`src/rtl/sprite_layer_renderer.sv`:
```
// sprite_layer_renderer
//   Overlays one animated sprite, read from an external texel ROM, onto a
//   background pixel stream. DrawX/DrawY/blank/bg_* enter at the scan rate, and
//   red/green/blue/hit leave exactly ROM_LAT+2 cycles later.
//
// Ports
//   vga_clk                      sole clock, rising edge
//   Reset                        synchronous, active-high
//   DrawX, DrawY                 current scan coordinate
//   blank                        1 = active video
//   pos_x, pos_y, spr_en         sprite placement (sampled at frame start)
//   anim_en, frame_sel           auto-animate or manual frame select
//   bg_red/green/blue            background pixel for the same coordinate
//   rom_address / rom_q          registered ROM address / palette index back
//   pal_index / pal_red/green/blue  external combinational palette
//   red, green, blue, hit        registered final pixel, hit = opaque texel
module sprite_layer_renderer #(
  parameter int         SPR_W      = 32,
  parameter int         SPR_H      = 32,
  parameter int         SCALE_SH   = 0,
  parameter int         NUM_FRAMES = 4,
  parameter int         ROM_LAT    = 1,
  parameter logic [3:0] TRANSP_IDX = 4'h0,
  parameter int         ANIM_DIV   = 8
) (
  input  logic                                         vga_clk,
  input  logic                                         Reset,
  input  logic [9:0]                                   DrawX,
  input  logic [9:0]                                   DrawY,
  input  logic                                         blank,
  input  logic [9:0]                                   pos_x,
  input  logic [9:0]                                   pos_y,
  input  logic                                         spr_en,
  input  logic                                         anim_en,
  input  logic [3:0]                                   frame_sel,
  input  logic [3:0]                                   bg_red,
  input  logic [3:0]                                   bg_green,
  input  logic [3:0]                                   bg_blue,
  output logic [$clog2(NUM_FRAMES*SPR_W*SPR_H)-1:0]    rom_address,
  input  logic [3:0]                                   rom_q,
  output logic [3:0]                                   pal_index,
  input  logic [3:0]                                   pal_red,
  input  logic [3:0]                                   pal_green,
  input  logic [3:0]                                   pal_blue,
  output logic [3:0]                                   red,
  output logic [3:0]                                   green,
  output logic [3:0]                                   blue,
  output logic                                         hit
);

  localparam int         ADDR_W     = $clog2(NUM_FRAMES * SPR_W * SPR_H);
  // side-band signals must wait one cycle for the address register plus ROM_LAT
  localparam int         DLY        = ROM_LAT + 1;
  localparam int         BOX_W      = SPR_W << SCALE_SH;
  localparam int         BOX_H      = SPR_H << SCALE_SH;
  localparam logic [3:0] LAST_FRAME = 4'(NUM_FRAMES - 1);
  localparam logic [7:0] CNT_TOP    = 8'(ANIM_DIV - 1);

  logic [9:0]              pos_x_q, pos_x_d;
  logic [9:0]              pos_y_q, pos_y_d;
  logic                    spr_en_q, spr_en_d;
  logic [3:0]              frame_q, frame_d;               // animation index
  logic [3:0]              render_frame_q, render_frame_d; // frame drawn now
  logic [7:0]              anim_cnt_q, anim_cnt_d;
  logic [ADDR_W-1:0]       rom_address_q, rom_address_d;
  logic [DLY-1:0]          inbox_dly_q, inbox_dly_d;
  logic [DLY-1:0]          blank_dly_q, blank_dly_d;
  logic [DLY-1:0][11:0]    bg_dly_q, bg_dly_d;
  logic [11:0]             rgb_q, rgb_d;
  logic                    hit_q, hit_d;

  logic                    frame_start_s;
  logic [3:0]              sel_clamped_s;
  logic [10:0]             rel_x_s, rel_y_s;
  logic                    inbox_s;
  logic [ADDR_W-1:0]       addr_s;

  // Frame-start latching of placement and frame index, plus animation stepping.
  always_comb begin
    frame_start_s  = (DrawX == 10'd0) && (DrawY == 10'd0);
    sel_clamped_s  = frame_sel;
    pos_x_d        = pos_x_q;
    pos_y_d        = pos_y_q;
    spr_en_d       = spr_en_q;
    frame_d        = frame_q;
    render_frame_d = render_frame_q;
    anim_cnt_d     = anim_cnt_q;
    // widen by one bit so NUM_FRAMES=16 does not wrap to zero
    if ({1'b0, frame_sel} >= 5'(NUM_FRAMES)) begin
      sel_clamped_s = LAST_FRAME;
    end else begin
      sel_clamped_s = frame_sel;
    end
    if (frame_start_s) begin
      pos_x_d  = pos_x;
      pos_y_d  = pos_y;
      spr_en_d = spr_en;
      if (anim_en) begin
        // draw the current index; the step takes effect for the next frame
        render_frame_d = frame_q;
        if (anim_cnt_q == CNT_TOP) begin
          anim_cnt_d = 8'd0;
          if (frame_q == LAST_FRAME) begin
            frame_d = 4'd0;
          end else begin
            frame_d = frame_q + 4'd1;
          end
        end else begin
          anim_cnt_d = anim_cnt_q + 8'd1;
        end
      end else begin
        // manual mode parks the counter at zero so re-enabling starts clean
        render_frame_d = sel_clamped_s;
        frame_d        = sel_clamped_s;
        anim_cnt_d     = 8'd0;
      end
    end else begin
      pos_x_d = pos_x_q;
    end
  end

  // Stage 1: box test and texel address. The _d placement values equal the
  // latched ones except on the frame-start cycle, where the new values apply.
  always_comb begin
    rel_x_s = {1'b0, DrawX} - {1'b0, pos_x_d};
    rel_y_s = {1'b0, DrawY} - {1'b0, pos_y_d};
    inbox_s = spr_en_d && !rel_x_s[10] && !rel_y_s[10] &&
              (rel_x_s < 11'(BOX_W)) && (rel_y_s < 11'(BOX_H));
    addr_s  = ADDR_W'(render_frame_d) * ADDR_W'(SPR_W * SPR_H) +
              ADDR_W'(rel_y_s[9:0] >> SCALE_SH) * ADDR_W'(SPR_W) +
              ADDR_W'(rel_x_s[9:0] >> SCALE_SH);
    if (inbox_s) begin
      rom_address_d = addr_s;
    end else begin
      rom_address_d = {ADDR_W{1'b0}};
    end
  end

  // Delay lines that keep box/blank/background aligned with rom_q.
  always_comb begin
    inbox_dly_d = {inbox_dly_q[DLY-2:0], inbox_s};
    blank_dly_d = {blank_dly_q[DLY-2:0], blank};
    bg_dly_d    = {bg_dly_q[DLY-2:0], bg_red, bg_green, bg_blue};
  end

  // Output select: blanking wins, then opaque sprite texel, then background.
  always_comb begin
    rgb_d = 12'h000;
    hit_d = 1'b0;
    if (!blank_dly_q[DLY-1]) begin
      rgb_d = 12'h000;
      hit_d = 1'b0;
    end else if (inbox_dly_q[DLY-1] && (rom_q != TRANSP_IDX)) begin
      rgb_d = {pal_red, pal_green, pal_blue};
      hit_d = 1'b1;
    end else begin
      rgb_d = bg_dly_q[DLY-1];
      hit_d = 1'b0;
    end
  end

  // State and pipeline registers with synchronous reset.
  always_ff @(posedge vga_clk) begin
    if (Reset) begin
      pos_x_q        <= 10'd0;
      pos_y_q        <= 10'd0;
      spr_en_q       <= 1'b0;
      frame_q        <= 4'd0;
      render_frame_q <= 4'd0;
      anim_cnt_q     <= 8'd0;
      rom_address_q  <= {ADDR_W{1'b0}};
      inbox_dly_q    <= {DLY{1'b0}};
      blank_dly_q    <= {DLY{1'b0}};
      bg_dly_q       <= {DLY{12'h000}};
      rgb_q          <= 12'h000;
      hit_q          <= 1'b0;
    end else begin
      pos_x_q        <= pos_x_d;
      pos_y_q        <= pos_y_d;
      spr_en_q       <= spr_en_d;
      frame_q        <= frame_d;
      render_frame_q <= render_frame_d;
      anim_cnt_q     <= anim_cnt_d;
      rom_address_q  <= rom_address_d;
      inbox_dly_q    <= inbox_dly_d;
      blank_dly_q    <= blank_dly_d;
      bg_dly_q       <= bg_dly_d;
      rgb_q          <= rgb_d;
      hit_q          <= hit_d;
    end
  end

  assign rom_address = rom_address_q;
  assign pal_index   = rom_q;
  assign red         = rgb_q[11:8];
  assign green       = rgb_q[7:4];
  assign blue        = rgb_q[3:0];
  assign hit         = hit_q;

endmodule

```
`config.mk`:
```
export PLATFORM = sky130hd
export DESIGN_NAME = sprite_layer_renderer
export DESIGN_NICKNAME = d
export VERILOG_FILES = /design/src/rtl/sprite_layer_renderer.sv
export SDC_FILE = /design/constraint.sdc
export NUM_CORES = 1
export LEC_CHECK = 0
export BUFFER_PORTS_ARGS = -buffer_cell sky130_fd_sc_hd__buf_2
export CAP_MARGIN = 40
export CORE_MARGIN = 1
export CORE_UTILIZATION = 53
export CTS_BUF_LIST = sky130_fd_sc_hd__clkbuf_4 sky130_fd_sc_hd__clkbuf_8 sky130_fd_sc_hd__clkbuf_16
export CTS_CLUSTER_SIZE = 40
export DETAILED_ROUTE_END_ITERATION = 10
export PLACE_DENSITY = 0.8
export RECOVER_POWER = 50
export SLEW_MARGIN = 20
export SYNTH_ARGS = -nofsm -noshare
export SYNTH_HDL_FRONTEND = slang
export SYNTH_SLANG_ARGS = --single-unit
```
`constraint.sdc`:
```
create_clock -name vga_clk -period 5.2 [get_ports vga_clk]
set_input_delay 0.26 -clock vga_clk [delete_from_list [all_inputs] [get_ports vga_clk]]
set_output_delay 0.26 -clock vga_clk [all_outputs]
set_load 0.1 [all_outputs]
```
Word level (Yosys, flattened, before mapping) --
Cells that the tools add are included.
Word-level totals: register bits 88, input port bits 77, output and inout bits 29, word-level logic and storage cells 54
Cells by class: add/sub/neg operators 6, $lt $le $gt $ge 3, equality and inequality tests 3, mux-type cells 13, bitwise operators 2, reductions and logical operators 14
Operators with widths (number):
- 11-bit by 6-bit less-than comparator with 1-bit output, second input constant | 2
- 10-bit by 10-bit subtractor with 11-bit output | 2
- 10-bit logical NOT | 2
- 10-bit 2-to-1 mux | 2
- 4-bit 2-to-1 mux | 4
- 8-bit 2-to-1 mux | 2
- 12-bit by 10-bit adder with 12-bit output | 1
- 12-bit adder | 1
- 12-bit 2-to-1 mux | 1
- 8-bit by 1-bit adder with 8-bit output, second input constant | 1
- 8-bit by 3-bit == test with 1-bit output, second input constant | 1
- 1-bit logical AND | 6
- 4-bit by 1-bit adder with 4-bit output, second input constant | 1
- 4-bit by 2-bit == test with 1-bit output, second input constant | 1
- 4-bit by 3-bit greater-or-equal comparator with 1-bit output, second input constant | 1
- 2-bit 2-to-1 mux | 2
- 4-bit nonzero test | 1
- 2-bit OR reduction | 2
- 1-bit logical NOT | 2
- 1-bit 2-to-1 mux | 2
- 2-bit by 1-bit != test with 1-bit output, second input constant | 1
- 1-bit inverter | 2
- 2-bit AND reduction | 1

Logic depth before layout (Yosys ltp) --
Gate-level depths: netlist (run 1).
depth after elaboration 11, mapped depth 21, mapped depth without buffers 19

Least setup slack after synthesis (run 1) --
OpenSTA, ideal clock, no wires.
kind in2reg, start point in DrawY[5], end point reg rom_address_q[10] (netlist: rom_address[10]), library setup time 115 ps, arrival time 4440 ps, required time 5085 ps, setup slack 646 ps, stages 19, path buffers 2, path through nor4_2 nand3_2 nor2_2 buf_1 clkbuf_1 mux2i_1 ha_1 a21oi_1 nand2_1 o21a_1 a21oi_1 xnor2_1 ha_1 a21oi_1 inv_1 maj3_1 maj3_1 xnor2_1 nor2_1
On the way: word-level cells in the longest chain between the ends 11, elaborated cells between the ends (all ways) 20, those cells by class add/sub: 4; order compare: 2; mux: 4; bitwise: 1; reduce/logical: 9
Ends and longest elaborated chain:
- from (decl) | RTL line 29 | input logic [9:0] DrawY,
- branches (longest 11 deep; another with 12-bit adder)
- to (signal assigned) | RTL line 171 | rom_address_q <= {ADDR_W{1'b0}};
- to (signal assigned) | RTL line 184 | rom_address_q <= rom_address_d;
- to (decl) | RTL line 65 | logic [ADDR_W-1:0] rom_address_q, rom_address_d;
Parallel ways; which one is timed is not known. A chain may end at the register's enable or synchronous reset.

Worst setup path in the final report (run 1) --
start point in DrawX[7], end point reg rom_address_q[10] (netlist: rom_address[10])
On the way: word-level cells in the longest chain between the ends 11, elaborated cells between the ends (all ways) 20, those cells by class add/sub: 4; order compare: 2; mux: 4; bitwise: 1; reduce/logical: 9
Ends and longest elaborated chain:
- from (decl) | RTL line 28 | input logic [9:0] DrawX,
- 10-bit logical NOT (*) | RTL line 80 | frame_start_s = (DrawX == 10'd0) && (DrawY == 10'd0);
- 1-bit logical AND (*) | RTL line 80
- 10-bit 2-to-1 mux (*) | RTL line 94 | if (frame_start_s) begin
- via pos_x_d[1] | RTL line 59 | logic [9:0] pos_x_q, pos_x_d;
- 10-bit by 10-bit subtractor with 11-bit output (*) | RTL line 125 | rel_x_s = {1'b0, DrawX} - {1'b0, pos_x_d};
- branches (longest 7 deep; another with 11-bit by 6-bit less-than comparator with 1-bit output)
Mark *: on every way through the listed nets, which the timed path passes.

==> results.md, run 1 <==
- P&R area growth vs syn: 18.6%
- Compound-cell area share of the yosys netlist: 10.7%
- Via count: 3471
- Outcome: finished with violations
- TritonRoute pass-1 iters: 5
- TritonCTS sink count: 88
- Worst Path Required: 5.45 ns
- # DRC: 0
- CTS tree: done
- PD cells: 268 nW/um^2
- Main combinational cell family by area after synthesis: simple AND/OR/NAND/NOR gates
- Die H: 90.6 um
- Unique masters post-synth: 53
- Fin worst setup slack: 0.709 ns
- Startpoint types: input port
- Post-Synth XOR/XNOR Area: 4.42%
- GRT overflow: 0
- Combinational fraction of design power: 13.8%
- Cell Area, Synth: 4160 sq um
- All-Layer GR Usage: 22.3%
- Layout fillers: 588
- Maximum root-to-sink buffer count: 2
- Post-synth top cells: dfxtp_1, nor2_1, nand2_1, a21oi_1, nor2b_1
- DP HPWL: 6890 um
- Post-cts sizing count: 0
- Relative slew margins: -61.8%
- Pleak: 2.09 nW
- Site row count: 31
- Initial core utilization: 56.2%
- Syn Inst Count: 457
- Sequential share of power: 51.7%
- Die Footprint: 8210 sq um
- Hold Vio Cnt, Final: 0
- Adder-cell share of the synthesized area: 10.3%
- Buffers on Ports: 105
- Antenna cells: 0
- Slew @ Worst Pin: 2.43 ns
- Final Setup Violations: 0
- Worst-path clk slew: 0.10 ns
- TritonCTS buffer count: 9
- Final period util: 86.4%
- Final Max Tran Viols: 61
- Clock Skews: 0.0132 ns
- Hold slack final: 0.114 ns
- Nets@finish: 669
- Vias in the first global route: 3207
- Fmax: 0.223 GHz
- Failing checks: capacitance limit, slew limit
- Final wirelength: 8990 um
- Count of flip-flops with a built-in enable after synthesis: 0
- GP Congestion: 0.866
- Crit. End Element: register
- Clock power share: 34.4%
- Net Sw Frac: 28.5%
- CP arrival: 4.74 ns
- Wire per inst: 13.5 um
- Mux cell area share after synthesis: 6.34%
- Psw: 0.000378 W
- Non-Filler Instances: 665
- Post-Syn Nets: 565
- Top cells by area, synth: dfxtp_1, ha_1, mux2i_1
- Post-route ant nets: 0
- Kind of critical path: in2reg
- Synth area leader: dfxtp_1
- P_int: 0.000947 W
- H-tree depth: 3
- Synth top area share: 42.3%
- Vias per cell: 5.22
- DR iter-0 viols: 192
- Clock root buffer: clkbuf_8
- Crit path max fanout: 5
- Final min period: 4.49 ns
- Syn_area_per_cell: 9.11 sq um
- Sequential element share of the synthesized area: 42.3%
- Die X: 90.6 um
- Clk Latency, worst-skew pair: 0.36 ns
- Max Cap Viol: 1
- Postcts setup bufs: 0
- Post-route setup TNS: 0 ns
- Layout cells sized above 1: 21.0%
- Area after DPL: 4770 sq um
- Pre-CTS setup slack: 0.389 ns
- Most instantiated library cell after synthesis: dfxtp_1
- Core ar.: 7410 sq um
- First-pass GRT wire length: 14700 um
- CTS Hold Bufs: 0
- Pin count of the biggest net entering global routing: 61
- Io pins: 106
- Synth Area in Simple Gates: 21.9%
- Final instance area: 4940 sq um
- YS warnings: 0
- Worst IR Drop VDD: 0.000176 V
- Hold/Removal Path Class: in2reg
- Asr flop ratio synth: 0%
- Yosys reg bits: 88
- Synth Flop Type: dfxtp_1
- Initial antenna violation count: 0
- RSZ-0062 raised after global routing: no
- Placed cell count: 648
-- placed cells by master, fill, tap and decap left out, drive strengths merged, types with 4 or more instances in the layout --
master	instances
a21oi	34
buf	92
clkbuf	28
dfxtp	88
ha	28
inv	24
mux2i	23
nand2	44
nand2b	8
nand3	8
nor2	56
nor2b	34
nor3	4
nor4	7
o21ai	12
xnor2	10
xor2	11
-- routing by layer --
layer / part of all wire [%] / routed length, um / up-vias / track usage, %
met5: 0 / 0 / - / 0
met4: 1.2 / 108 / 0 / 6.72
met3: 6.1 / 548 / 11 / 4.80
met2: 45 / 4000 / 126 / 35.2
met1: 48 / 4330 / 1565 / 30.5
li1: - / - / 1769 / -
-- critical path, cell delays in order --
cell and delay [ns]:
buf_2 0.11, nor4_1 0.47, nand2_1 0.26, nor2_2 0.21
buf_4 0.19, mux2i_1 0.29, inv_1 0.10, fa_1 0.42
nand3b_1 0.19, a21oi_1 0.20, nor2_1 0.08, xnor2_1 0.26
ha_1 0.29, a21o_1 0.17, a21oi_1 0.22, inv_1 0.07
maj3_1 0.36, maj3_1 0.38, xnor2_1 0.15, nor2_1 0.05
-- power by group through the flow --
stage	Sequential (W)	Clock, W	Combinational (W)
after floorplan	0.000704	0	0.000120
after global placement	0.000701	0	0.000178
after detailed placement	0.000701	0	0.000181
after CTS	0.000685	0.000465	0.000183
after global routing	0.000687	0.000500	0.000200
final	0.000685	0.000456	0.000183
-- final timing paths --
path                start              end  slack [ns]  cells past startpoint
max              DrawX[7]  rom_address[10]        0.71                     20
min             bg_red[1]     bg_dly_d[21]        0.11                      2
max reg2reg    pos_x_q[0]  rom_address[10]        1.48                     15
min reg2reg  bg_dly_d[15]     bg_dly_q[15]        0.43                      1
-- sequential cells by signal (all words and copies together) (netlist names) --
register,flops
bg_dly_d,12
bg_dly_q,12
rgb_q,12
rom_address,12
pos_x_q,10
pos_y_q,10
anim_cnt_q,8
frame_q,4
blank_dly_q,2
inbox_dly_q,2
render_frame_q,2
hit,1
spr_en_q,1
-- final cells by class --
class                           count  area, sq um  share of cell area (%)
Clock buffer                        9          124                    2.51
Clock inverter                      7         70.1                    1.42
Inverter                           20         75.1                    1.52
Timing Repair Buffer              111          539                    10.9
Multi-Input combinational cell    331         2240                    45.5
Sequential cell                    88         1760                    35.7
Tap cell                           99          124                    2.51
-- metrics by stage --
stage | power, W | util, %
5_1_grt | 0.00139 | 66.7
2_1_floorplan | 0.000824 | -
3_5_place_dp | 0.000882 | 64.3
6_report | 0.00132 | 66.7
3_3_place_gp | 0.000878 | 64.3
4_1_cts | 0.00133 | 66.9
-- cells by family (layout without fill, tap and decap cells) --
| logic type | after synthesis | in the layout |
|---|---|---|
| flip-flops | 88 | 88 |
| XOR/XNOR | 21 | 21 |
| multiplexers | 26 | 26 |
| AO/OA/AOI/OAI | 73 | 73 |
| adder cells (fa/ha/maj) | 33 | 33 |
| buffers and inverters | 38 | 147 |
| AND/OR/NAND/NOR | 178 | 178 |
(Power assumes the default switching activity.)
==> inputs of run 2 (changes only) <==
==> constraint.sdc (replaced) <==
create_clock -name vga_clk -period 5.05 [get_ports vga_clk]
set_input_delay 0.2525 -clock vga_clk [delete_from_list [all_inputs] [get_ports vga_clk]]
set_output_delay 0.2525 -clock vga_clk [all_outputs]
set_load 0.1 [all_outputs]
==> run 2 against run 1 <==
Against the previous run: the flow still finishes with violations (capacitance limit, slew limit); routed wire length shrank 1.5%; combinational power grew 4%; clock skew shrank 0.0024 ns; worst hold slack lost 0.021 ns; critical path type unchanged; critical endpoint unchanged; largest power group unchanged.
==> results.md, run 2 (synthesis gave the netlist of run 1 again) <==
- Fmax: 0.222 GHz
- Hold Startpoint: bg_red[0]
- Io pins: 106
- First-pass GRT wire length: 14500 um
- R2r setup slk: 1.32 ns
- Final instance area: 4950 sq um
- Vias per cell: 5.17
- Most common cell after layout, fill and taps aside: buf_2
- Nets@finish: 671
- Buffers on Ports: 105
- Placed cell count: 650
- Crit. End Element: register
- Startpoint types: input port
- Via count: 3446
- Most frequent cells in the layout: buf_2, dfxtp_1, nor2_1, nand2_1
- TritonCTS buffer count: 9
- CTS tree: done
- Failing checks: capacitance limit, slew limit
- Pin count of the biggest net entering global routing: 61
- TritonRoute pass-1 iters: 4
- Worst path cell trace: buf_2, nor4_1, nand2_1, nor2_2, buf_4, mux2i_1, inv_1, fa_1, nand3b_1, a21oi_1, nor2_1, xnor2_1, ha_1, a21o_1, a21oi_1, inv_1, maj3_1, maj3_1, xnor2_1, nor2_1
- GP Congestion: 0.951
- All-Layer GR Usage: 21.9%
- Hold Vio Cnt, Final: 0
- Postcts setup bufs: 0
- Final Max Tran Viols: 61
- DR iter-0 viols: 171
- Slew @ Worst Pin: 2.48 ns
- # DRC: 0
- Final min period: 4.51 ns
- Post-cts sizing count: 0
- P&R area growth vs syn: 19.0%
- Area after DPL: 4780 sq um
- Hold Path End: bg_dly_d[20]
- Critical R2R Launch: pos_x_q[0]
- H-tree depth: 3
- Pleak: 2.10 nW
- Crit path max fanout: 5
- R2r endpoint: rom_address[10]
- Outcome: finished with violations
- Worst-path clk slew: 0.10 ns
- Layout fillers: 610
- Worst path max stage delay: 0.47 ns
- Core ar.: 7410 sq um
- Site row count: 31
- Final wirelength: 8850 um
- Slowest-stage cell, CP: nor4_1
- Max Cap Viol: 1
- CP arrival: 4.76 ns
- Hold Crit Depth: 2
- Clock root buffer: clkbuf_8
- CTS Hold Bufs: 0
- Post-route setup TNS: 0 ns
- Worst IR Drop VDD: 0.000139 V
- Non-Filler Instances: 667
- Worst r2r path cells: 15
- RSZ-0062 raised after global routing: no
- Initial antenna violation count: 0
- Relative slew margins: -65.0%
- Initial core utilization: 56.2%
- Wire per inst: 13.3 um
- TritonCTS sink count: 88
- DP HPWL: 6800 um
- Kind of critical path: in2reg
- PD cells: 275 nW/um^2
- GRT overflow: 0
- Pre-CTS setup slack: 0.275 ns
- Worst Path Required: 5.30 ns
- Die Footprint: 8210 sq um
- Post-route ant nets: 0
- Maximum root-to-sink buffer count: 2
- Fin worst setup slack: 0.543 ns
- Die H: 90.6 um
- Final period util: 89.2%
- Hold/Removal Path Class: in2reg
- Tot Pwr: 0.00136 W
- Final Setup Violations: 0
- Vias in the first global route: 3158
- Layout cells sized above 1: 21.3%
- Antenna cells: 0
- Clk Latency, worst-skew pair: 0.36 ns
- Die X: 90.6 um
- Worst Setup SP: DrawX[7]
- Clock Skews: 0.0107 ns
==> run 2: report_power, final <==
part	internal, W	switching (W)	leakage [nW]
Combinational	0.0000799	0.000110	1.29
Clock	0.000192	0.000272	0.0955
Sequential	0.000703	0.00000199	0.714
==> run 2: worst max path at each step <==
stage                     depth (start not counted)         endpoint  slack [ns]
after floorplan                                  19  rom_address[10]        0.50
after global placement                           20  rom_address[10]        0.49
after detailed placement                         20  rom_address[10]        0.27
after CTS                                        20  rom_address[10]        0.61
after global routing                             20  rom_address[10]        0.18
final                                            20  rom_address[10]        0.54
==> run 2: cell type report <==
type | count | area [sq um] | share of cell area [%]
flip-flops and latches | 88 | 1760 | 35.6
inverters | 20 | 75.1 | 1.52
well taps | 99 | 124 | 2.50
multi-input cells | 331 | 2240 | 45.3
repair buffers | 113 | 554 | 11.2
clock buffers | 9 | 124 | 2.50
clock inverters | 7 | 70.1 | 1.41
==> run 2: metrics by stage <==
step	hold slack, ns	util (%)
after floorplan	0.381	-
after global placement	0.418	64.5
after detailed placement	0.422	64.5
after CTS	0.0900	67.2
after global routing	0.0926	66.9
final	0.0930	66.9
==> run 2: metal layers <==
metal	vias to the layer above	GRT usage (%)	wire, um
met2	119	33.8	3840
met5	-	0	0
met4	0	7.80	185
met1	1534	30.5	4290
li1	1775	-	-
met3	18	4.04	535
==> run 2: worst max-delay path: cells and delay by family <==
kind	cells	cell delay (ns)
AO/OA/AOI/OAI	3	0.59
AND/OR/NAND/NOR	6	1.23
buffers and inverters	4	0.49
multiplexers	1	0.31
adder cells (fa/ha/maj)	4	1.46
XOR/XNOR	2	0.44
==> inputs of run 3 (changes only) <==
--- a/config.mk
+++ b/config.mk
@@ -12,6 +12,7 @@
 export CTS_BUF_LIST = sky130_fd_sc_hd__clkbuf_4 sky130_fd_sc_hd__clkbuf_8 sky130_fd_sc_hd__clkbuf_16
 export CTS_CLUSTER_SIZE = 40
 export DETAILED_ROUTE_END_ITERATION = 10
+export GPL_TIMING_DRIVEN = 0
 export PLACE_DENSITY = 0.8
 export RECOVER_POWER = 50
 export SLEW_MARGIN = 20
==> constraint.sdc (replaced) <==
create_clock -name vga_clk -period 5.05 [get_ports vga_clk]
set_input_delay 0.505 -clock vga_clk [delete_from_list [all_inputs] [get_ports vga_clk]]
set_output_delay 0.505 -clock vga_clk [all_outputs]
set_load 0.1 [all_outputs]
==> run 3 against run 2 <==
Against the previous run: combinational power is 4% higher; utilization is 1.1 points higher; worst setup slack worse by 0.29 ns; clock-buffer cell count stayed put; global-route usage is 2.0 points higher; the flow now finishes without violations; clock power is 4% higher; clock skew is 0.0078 ns higher; critical path depth stayed put; non-clock buffer count is 10 higher; first-iteration DRC count is 6.4% lower; register-to-register slack worse by 0.07 ns.
==> results.md, run 3 (synthesis gave the netlist of run 1 again) <==
- Outcome: finished clean
- Most frequent cells in the layout: dfxtp_1, buf_2, nor2_1, nand2_1, clkbuf_1
- Worst-path clk slew: 0.10 ns
- Clock root buffer: clkbuf_8
- Hold/Removal Path Class: in2reg
- Non-Filler Instances: 677
- CP arrival: 5.06 ns
- Die X: 90.6 um
- Final min period: 4.80 ns
- Clk Latency, worst-skew pair: 0.37 ns
- Post-route ant nets: 0
- Area of the multi-input gates: 2280 sq um
- Antenna cells: 0
- Startpoint types: input port
- Maximum root-to-sink buffer count: 2
- RSZ-0062 raised after global routing: no
- Final Setup Violations: 0
- Crit path max fanout: 10
- First-pass GRT wire length: 15600 um
- Die H: 90.6 um
- Pleak: 2.10 nW
- Vias per cell: 5.25
- Fin worst setup slack: 0.250 ns
- GP Congestion: 0.904
- Clock Skews: 0.0185 ns
- DP HPWL: 7350 um
- Core ar.: 7410 sq um
- Nets@finish: 681
- P&R area growth vs syn: 21.0%
- Wire per inst: 14.0 um
- DR iter-0 viols: 160
- Die Footprint: 8210 sq um
- Kind of critical path: in2reg
- Io pins: 106
- Max Cap Viol: 0
- Placed cell count: 660
- Fmax: 0.208 GHz
- Final period util: 95.1%
- TritonCTS buffer count: 9
- Site row count: 31
- Final Max Tran Viols: 0
- Core Util, Final: 68.0%
- Via count: 3555
- Postcts setup bufs: 0
- Buffers on Ports: 104
- Hold Vio Cnt, Final: 0
- Vias in the first global route: 3434
- PD cells: 275 nW/um^2
- # DRC: 0
- Register area: 1760 sq um
- Post-route setup TNS: 0 ns
- Worst IR Drop VDD: 0.000146 V
- Pin count of the biggest net entering global routing: 19
- TritonCTS sink count: 88
- CTS Hold Bufs: 0
- Crit. End Element: register
- Final wirelength: 9460 um
- Most common cell after layout, fill and taps aside: dfxtp_1
- TritonRoute pass-1 iters: 4
- H-tree depth: 3
- Layout cells sized above 1: 20.1%
- Worst Path Required: 5.31 ns
- Slew @ Worst Pin: 1.18 ns
- Initial antenna violation count: 0
- Hold slack final: 0.348 ns
- CTS tree: done
- Relative slew margins: 21.7%
- All-Layer GR Usage: 23.9%
- Initial core utilization: 56.2%
- GRT overflow: 0
- Pre-CTS setup slack: -0.855 ns
- Layout fillers: 633
[run 3: cell types whose count changed in the layout (fill, tap and decap cells not counted), sizes merged]
| cell | previous run | this run |
|---|---|---|
| clkbuf | 28 | 48 |
| buf | 94 | 83 |
| dlymetal6s2s | 0 | 1 |
[run 3: path summary, 6_finish.rpt]
kind / depth (start not counted) / startpoint / slack (ns) / endpoint
worst min-delay path: 2 / bg_red[0] / 0.35 / bg_dly_d[20]
worst max register to register: 15 / pos_x_q[0] / 1.25 / rom_address[10]
worst min register to register: 1 / bg_dly_d[14] / 0.44 / bg_dly_q[14]
worst max-delay path: 20 / DrawY[5] / 0.25 / rom_address[10]
[run 3: layout make-up]
| cell class | count | share of cell area (%) |
|---|---|---|
| multi-input cells | 331 | 45.3 |
| flip-flops and latches | 88 | 35.0 |
| repair buffers | 105 | 9.86 |
| clock buffers | 9 | 2.46 |
| well taps | 99 | 2.46 |
| plain buffers | 18 | 2.01 |
| inverters | 20 | 1.49 |
| clock inverters | 7 | 1.44 |
[run 3: repair_timing]
action                     in CTS  in global routing
hold endpoints to repair        0                  0
setup endpoints to repair      11                  1
gates resized for setup         4                 14
pin swaps                       0                  0
[run 3: worst max-delay path, stage by stage]
cell and delay (ns):
buf_2 0.11, nor4_2 0.35, nand3_2 0.18, nor2_2 0.19
buf_4 0.22, mux2_2 0.37, ha_1 0.21, fa_1 0.40
nand3b_1 0.21, a21oi_1 0.23, nor2_1 0.11, xnor2_2 0.24
ha_1 0.28, a21o_1 0.17, a21oi_1 0.22, inv_1 0.08
maj3_1 0.36, maj3_1 0.40, xnor2_2 0.16, nor2_1 0.06
[run 3: stage by stage]
step                power (W)  instance area (sq um)
global placement     0.000905                   4810
floorplan            0.000849                   4160
CTS                   0.00139                   5020
global route          0.00145                   5040
finish                0.00139                   5040
detailed placement   0.000912                   4810
[run 3: report_power, final]
part | internal (W) | leakage [nW] | total (W) | switching, W
Combinational | 0.0000836 | 1.29 | 0.000198 | 0.000115
Clock | 0.000194 | 0.0970 | 0.000482 | 0.000288
Sequential | 0.000703 | 0.714 | 0.000706 | 0.00000217
Total | 0.000981 | 2.10 | 0.00139 | 0.000405
[run 3: layer usage]
layer,vias to the layer above,track usage (%),part of all wire (%)
li1,1793,-,-
met1,1600,29.7,45
met2,139,39.8,46
met3,23,5.98,7.0
met4,0,9.14,2.2
met5,-,0,0
